==> src/rtl/datapath_unit_if.sv <==
// Control-word and memory-port bundle between the control unit / memories and datapath_unit.
// The master side drives the control word and memory read data; the slave side is the datapath.
interface datapath_unit_if #(
    parameter int DATA_W = 8,
    parameter int ADDR_W = 8,
    parameter int CNT_W  = 16
);
    logic [12:0]       write_en;
    logic [3:0]        bus_ld;
    logic [1:0]        inc;
    logic [2:0]        clr;
    logic [3:0]        alu_mode;
    logic              dm_wr;
    logic              im_wr;
    logic              end_op;
    logic [DATA_W-1:0] imem_rdata;
    logic [DATA_W-1:0] dmem_rdata;
    logic [ADDR_W-1:0] imem_addr;
    logic [DATA_W-1:0] imem_wdata;
    logic              imem_we;
    logic [ADDR_W-1:0] dmem_addr;
    logic [DATA_W-1:0] dmem_wdata;
    logic              dmem_we;
    logic [7:0]        ir;
    logic              z;
    logic              done;
    logic [CNT_W-1:0]  cycle_count;

    modport master (
        output write_en, bus_ld, inc, clr, alu_mode, dm_wr, im_wr, end_op,
        output imem_rdata, dmem_rdata,
        input  imem_addr, imem_wdata, imem_we, dmem_addr, dmem_wdata, dmem_we,
        input  ir, z, done, cycle_count
    );

    modport slave (
        input  write_en, bus_ld, inc, clr, alu_mode, dm_wr, im_wr, end_op,
        input  imem_rdata, dmem_rdata,
        output imem_addr, imem_wdata, imem_we, dmem_addr, dmem_wdata, dmem_we,
        output ir, z, done, cycle_count
    );
endinterface

==> src/rtl/datapath_unit.sv <==
// Register-transfer datapath: register set, shared bus mux, ALU, zero flag, memory ports,
// sticky completion flag and a saturating execution-cycle counter.
module datapath_unit #(
    parameter int DATA_W = 8,
    parameter int ADDR_W = 8,
    parameter int CNT_W  = 16
) (
    input  logic clk,
    input  logic rst,
    datapath_unit_if.slave dp
);

    logic [DATA_W-1:0] ar, pc, dr, ir_reg, r, tr, ac, r1, r2, ri, rj, rk;
    logic [DATA_W-1:0] bus, alu_res;
    logic              done;
    logic [CNT_W-1:0]  cycle_count;

    always_comb begin
        case (dp.bus_ld)
            4'd0:    bus = dp.imem_rdata;
            4'd1:    bus = dp.dmem_rdata;
            4'd2:    bus = pc;
            4'd3:    bus = dr;
            4'd4:    bus = r;
            4'd5:    bus = ac;
            4'd6:    bus = tr;
            4'd7:    bus = r1;
            4'd8:    bus = r2;
            4'd9:    bus = ri;
            4'd10:   bus = rj;
            4'd11:   bus = rk;
            default: bus = '0;
        endcase
    end

    always_comb begin
        case (dp.alu_mode)
            4'd0:    alu_res = ac + bus;
            4'd1:    alu_res = ac - bus;
            4'd2:    alu_res = ac * bus;
            4'd5:    alu_res = bus;
            default: alu_res = ac;
        endcase
    end

    // Once done is set the whole datapath freezes until the next reset.
    always_ff @(posedge clk or posedge rst) begin
        if (rst) begin
            ar     <= '0;
            pc     <= '0;
            dr     <= '0;
            ir_reg <= '0;
            r      <= '0;
            tr     <= '0;
            ac     <= '0;
            r1     <= '0;
            r2     <= '0;
            ri     <= '0;
            rj     <= '0;
            rk     <= '0;
        end else if (!done) begin
            if (dp.write_en[11]) ar     <= bus;
            if (dp.write_en[9])  dr     <= bus;
            if (dp.write_en[8])  ir_reg <= bus;
            if (dp.write_en[7])  r      <= bus;
            if (dp.write_en[4])  r1     <= bus;
            if (dp.write_en[3])  r2     <= bus;
            if (dp.write_en[2])  ri     <= bus;
            if (dp.write_en[1])  rj     <= bus;
            if (dp.write_en[0])  rk     <= bus;

            if (dp.clr[1])            tr <= '0;
            else if (dp.write_en[6])  tr <= bus;

            if (dp.clr[2])            ac <= '0;
            else if (dp.write_en[5])  ac <= alu_res;
            else if (dp.inc[1])       ac <= ac + DATA_W'(1);

            // Branch target load (ARB) and plain PC load are the same action.
            if (dp.clr[0])                            pc <= '0;
            else if (dp.write_en[12] || dp.write_en[10]) pc <= bus;
            else if (dp.inc[0])                       pc <= pc + DATA_W'(1);
        end
    end

    // The edge that sees end_op still counts, so the count includes the final cycle.
    always_ff @(posedge clk or posedge rst) begin
        if (rst) begin
            done        <= 1'b0;
            cycle_count <= '0;
        end else if (!done) begin
            if (dp.end_op) done <= 1'b1;
            if (cycle_count != '1) cycle_count <= cycle_count + CNT_W'(1);
        end
    end

    assign dp.imem_addr   = ADDR_W'(pc);
    assign dp.dmem_addr   = ADDR_W'(ar);
    assign dp.imem_wdata  = bus;
    assign dp.dmem_wdata  = bus;
    assign dp.imem_we     = dp.im_wr & ~done;
    assign dp.dmem_we     = dp.dm_wr & ~done;
    assign dp.ir          = 8'(ir_reg);
    assign dp.z           = (ac == '0);
    assign dp.done        = done;
    assign dp.cycle_count = cycle_count;

endmodule

==> src/flat_wrapper.sv <==
// flat-port wrapper written by rule: the top's interface ports become plain ports
module datapath_unit_flat 
#(
    parameter int DATA_W = 8,
    parameter int ADDR_W = 8,
    parameter int CNT_W  = 16
)
  (clk, rst, dp_write_en, dp_bus_ld, dp_inc, dp_clr, dp_alu_mode, dp_dm_wr, dp_im_wr, dp_end_op, dp_imem_rdata, dp_dmem_rdata, dp_imem_addr, dp_imem_wdata, dp_imem_we, dp_dmem_addr, dp_dmem_wdata, dp_dmem_we, dp_ir, dp_z, dp_done, dp_cycle_count);
  datapath_unit_if #(.DATA_W(DATA_W), .ADDR_W(ADDR_W), .CNT_W(CNT_W)) dp_i ();
  input  logic clk;
  input  logic rst;
  input wire logic [$bits(dp_i.write_en)-1:0] dp_write_en;
  input wire logic [$bits(dp_i.bus_ld)-1:0] dp_bus_ld;
  input wire logic [$bits(dp_i.inc)-1:0] dp_inc;
  input wire logic [$bits(dp_i.clr)-1:0] dp_clr;
  input wire logic [$bits(dp_i.alu_mode)-1:0] dp_alu_mode;
  input wire logic [$bits(dp_i.dm_wr)-1:0] dp_dm_wr;
  input wire logic [$bits(dp_i.im_wr)-1:0] dp_im_wr;
  input wire logic [$bits(dp_i.end_op)-1:0] dp_end_op;
  input wire logic [$bits(dp_i.imem_rdata)-1:0] dp_imem_rdata;
  input wire logic [$bits(dp_i.dmem_rdata)-1:0] dp_dmem_rdata;
  output wire logic [$bits(dp_i.imem_addr)-1:0] dp_imem_addr;
  output wire logic [$bits(dp_i.imem_wdata)-1:0] dp_imem_wdata;
  output wire logic [$bits(dp_i.imem_we)-1:0] dp_imem_we;
  output wire logic [$bits(dp_i.dmem_addr)-1:0] dp_dmem_addr;
  output wire logic [$bits(dp_i.dmem_wdata)-1:0] dp_dmem_wdata;
  output wire logic [$bits(dp_i.dmem_we)-1:0] dp_dmem_we;
  output wire logic [$bits(dp_i.ir)-1:0] dp_ir;
  output wire logic [$bits(dp_i.z)-1:0] dp_z;
  output wire logic [$bits(dp_i.done)-1:0] dp_done;
  output wire logic [$bits(dp_i.cycle_count)-1:0] dp_cycle_count;
  assign dp_i.write_en = dp_write_en;
  assign dp_i.bus_ld = dp_bus_ld;
  assign dp_i.inc = dp_inc;
  assign dp_i.clr = dp_clr;
  assign dp_i.alu_mode = dp_alu_mode;
  assign dp_i.dm_wr = dp_dm_wr;
  assign dp_i.im_wr = dp_im_wr;
  assign dp_i.end_op = dp_end_op;
  assign dp_i.imem_rdata = dp_imem_rdata;
  assign dp_i.dmem_rdata = dp_dmem_rdata;
  assign dp_imem_addr = dp_i.imem_addr;
  assign dp_imem_wdata = dp_i.imem_wdata;
  assign dp_imem_we = dp_i.imem_we;
  assign dp_dmem_addr = dp_i.dmem_addr;
  assign dp_dmem_wdata = dp_i.dmem_wdata;
  assign dp_dmem_we = dp_i.dmem_we;
  assign dp_ir = dp_i.ir;
  assign dp_z = dp_i.z;
  assign dp_done = dp_i.done;
  assign dp_cycle_count = dp_i.cycle_count;
  datapath_unit #(.DATA_W(DATA_W), .ADDR_W(ADDR_W), .CNT_W(CNT_W)) u_core (.clk(clk), .rst(rst), .dp(dp_i));
endmodule
==> config.mk <==
export PLATFORM = sky130hd
export DESIGN_NAME = datapath_unit_flat
export DESIGN_NICKNAME = d
export VERILOG_FILES = /design/src/rtl/datapath_unit_if.sv /design/src/rtl/datapath_unit.sv /design/src/flat_wrapper.sv
export SDC_FILE = /design/constraint.sdc
export NUM_CORES = 1
export LEC_CHECK = 0
export BUFFER_PORTS_ARGS = -buffer_cell sky130_fd_sc_hd__buf_2
export CORE_AREA = 3 3 88 173
export CTS_CLUSTER_DIAMETER = 200
export DETAILED_ROUTE_END_ITERATION = 7
export DIE_AREA = 0 0 91 176
export PLACE_DENSITY = 0.76
export SETUP_SLACK_MARGIN = 0.05
export SYNTH_ARGS = -nofsm -noshare
export SYNTH_HDL_FRONTEND = slang
export SYNTH_SLANG_ARGS = --single-unit
==> constraint.sdc <==
create_clock -name clk -period 4.9 [get_ports clk]
set_input_delay 0.735 -clock clk [delete_from_list [all_inputs] [get_ports clk]]
set_output_delay 0.735 -clock clk [all_outputs]
set_load 0.05 [all_outputs]
==> impl_metrics.tcl <==
set metrics [dict create \
    drc 0 \
    yosysTopAreaCell "dfrtp_1" \
    slew_violations 0 \
    drt-total-wl_um 23800 \
    grtUsageMet1_pct 29.4 \
    setup_viol 0 \
    layout_setup_ws_ps 3.21 \
    crit_type "input port to flip-flop" \
    dp_slack_ps -620 \
    row_count 61 \
    cts_sinks 113 \
    crit_required_ps 5260 \
    syn_avg_cell_area_um2 9.15 \
    top_usage_layer "met2" \
    vdd_drop_max_mv 0.256 \
    tightest_slew_ps 935 \
    grt_max_degree 74 \
    synthTopCellsByCount "dfrtp_1, o21ai_0, nand2_1" \
    whs_ps 477 \
    gp_congestion 0.941 \
    power_frac_comb_pct 29.5 \
    power_density_nw_per_um2 359 \
    clk_latency_ps 420 \
    firstDrtPassIters 5 \
    mappedNetlistArea_um2 7320 \
    skew_ps 6.79 \
    drive_gt1_share_pct 30.9 \
    crit_family "adder cells" \
    ys_seq_elements 113 \
    synthArstFlopShare_pct 100 \
    fillers 1169 \
    vias 6897 \
    arrival_ps 5260 \
    largest_register_ffs 16 \
    cap_violations 0 \
    fp.dieArea_um2 16000 \
    clkPwrFrac_pct 38.8 \
    r2r_slack_ps 50 \
    seq_area_frac_synth_pct 38.6 \
    diodes 0 \
    chipWidth_um 91 \
    endpoint_kind "flip-flop" \
    io_pins 107 \
    ctsHoldBuffers 0 \
    vias_per_cell 5.90 \
    min_path_type "flip-flop to flip-flop" \
    core-area_um2 14000 \
    synth.most_common_cell "dfrtp_1" \
    area_growth_pct 28.4 \
    cp_slowest_cell "fa_1" \
    gr-usage-met2_pct 55.1 \
    clock_path_buffers 2 \
    antenna_left 0 \
    crit_cells 24 \
    wl_per_cell_um 20.4 \
    die_h_um 176 \
    synth_cells 800 \
    min_period_ps 4900 \
    grt_antenna_before_repair 0 \
    regMostFlops "u_core.dp.cycle_count" \
    crit_buf_inv 8 \
    internal-power_uw 2260 \
    initialDrtViolationCount 480 \
    grt_pass1_vias 7052 \
    status "completed" \
    grt.total_usage_pct 30.4 \
    synthDominantCellAreaShare_pct 38.6 \
    synth.distinct_cells 82 \
    clock.fmax_mhz 204 \
    grtUsageMet3_pct 5.59 \
    fin_util_pct 66.9 \
    portBuffers 106 \
    clkTransAtPathRegs_ps 60 \
    nNetsFinal 1056 \
    cp_cell_sequence "buf_12 > buf_6 > buf_4 > nand4bb_1 > o2111a_1 > o221a_4 > buf_6 > clkinvlp_4 > nand2_2 > fa_1 > inv_2 > ha_4 > fa_1 > inv_2 > fa_1 > inv_2 > ha_4 > a21oi_2 > xnor2_1 > xnor2_1 > xnor3_1 > xnor2_1 > o21ai_1 > o211a_1" \
    hold_viol 0 \
    synth_edf_count 0 \
    yosysWarnings 0 \
    synth_area_leaders "dfrtp_1, o21ai_0, nand2_1" \
    clockRootBuffer "clkbuf_16" \
    cp-endpoint "u_core.ac[7]" \
    cp-start-kind "input port" \
    p_leak_uw 0.00447 \
    r2r_cells 22 \
    final_area_um2 9400 \
    critPathMaxFanout 9 \
    rsz0062_at_grt "yes" \
    htreeDepth 4 \
    cp-startpoint "dp_bus_ld[2]" \
    sequentialPowerShare_pct 31.7 \
    max_slew_margin_pct 37.6 \
    synthesis.nets 889 \
    grt.overflow.total 0 \
    fin_crit_sh_pct 99.9 \
    grt_pass1_wl_um 37100 \
    cts_tree "built" \
    cts_made_buffers 17 \
    start_util_pct 52.1 \
    p_sw_uw 1110 \
    ys.flop_type "dfrtp_1" \
    post_dp_cell_area_um2 8470 \
    p_sw_share_pct 33.0 \
    r2r_end "u_core.ac[7]" \
    cpPeakStageDelay_ps 500 \
    rr_startpoint "u_core.dp.imem_addr[3]" \
    hpwl_um 17500 \
]
## area by class of cell
class                   count  area (um^2)  area share, %
flip-flops and latches    113         2830           30.1
clock buffers              19          433           4.61
well taps                 189          236           2.52
clock inverters            13          185           1.97
repair buffers            203         1340           14.3
multi-input cells         591         4200           44.7
inverters                  41          174           1.85
## stage by stage
| step | TNS, ps | instances | total power (uW) |
|---|---|---|---|
| floorplan | -334 | 800 | 1700 |
| global placement | -902 | 1126 | 2000 |
| detailed placement | -1000 | 1126 | 2020 |
| CTS | 0 | 1164 | 3360 |
| global route | -160 | 1169 | 3510 |
| finish | 0 | 1169 | 3380 |
## tightest hold or removal path, cell delays in order (launching register included)
cell,delay [ps]
dfrtp_1,340
nand2_1,40
o21ai_0,60
## layer usage
| layer | vias to the layer above | part of all wire [%] | wire, um |
|---|---|---|---|
| li1 | 3131 | - | - |
| met1 | 3294 | 32 | 7720 |
| met2 | 334 | 53 | 12600 |
| met3 | 138 | 5.5 | 1300 |
| met4 | 0 | 9.2 | 2200 |
| met5 | - | 0 | 0 |
## how the worst min path moves through the flow
stage	start	endpoint	slack, ps	cells past startpoint
after floorplan	u_core.r1[1]	u_core.r1[1]	440	2
after global placement	u_core.ri[1]	u_core.ri[1]	450	2
after detailed placement	u_core.ri[5]	u_core.ri[5]	470	2
after CTS	u_core.ri[5]	u_core.ri[5]	480	2
after global routing	u_core.dp.dmem_addr[5]	u_core.dp.dmem_addr[5]	500	2
final	u_core.dp.dmem_addr[5]	u_core.dp.dmem_addr[5]	480	2
## what timing repair did
item | in CTS | in global routing
endpoints found under the hold margin | 0 | 0
setup buffers | 6 | 5
endpoints found under the setup margin | 1 | 1
resized for setup | 40 | 21
pin swaps | 17 | 21
## placed cells by master (no fill, tap or decap), drive strengths merged, types with 8 or more instances in the layout
cell type,count
nor3,12
xnor2,33
a21oi,22
dfrtp,113
a31oi,11
buf,203
ha,29
mux2i,11
fa,13
nand3,21
mux2,9
inv,37
clkbuf,19
nand2b,19
and3,12
o21ai,104
a22o,9
nor2,54
nor2b,17
xor2,8
nand2,102
## logic make-up after synthesis
kind of cell,Yosys count,synth area share (%)
simple gates,283,19.6
fa+ha+maj,42,8.51
flops,113,38.6
buf+inv,96,6.67
xor+xnor,42,5.21
compound gates,201,17.4
mux,23,3.92
## power by group through the flow
| stage | combinational (uW) | clock [uW] | sequential (uW) |
|---|---|---|---|
| final | 998 | 1310 | 1070 |
| after global routing | 1070 | 1360 | 1070 |
| after CTS | 971 | 1320 | 1070 |
| after detailed placement | 941 | 0 | 1080 |
| after global placement | 923 | 0 | 1080 |
| after floorplan | 570 | 0 | 1130 |
No activity file was read; power rests on OpenSTA's default activity.
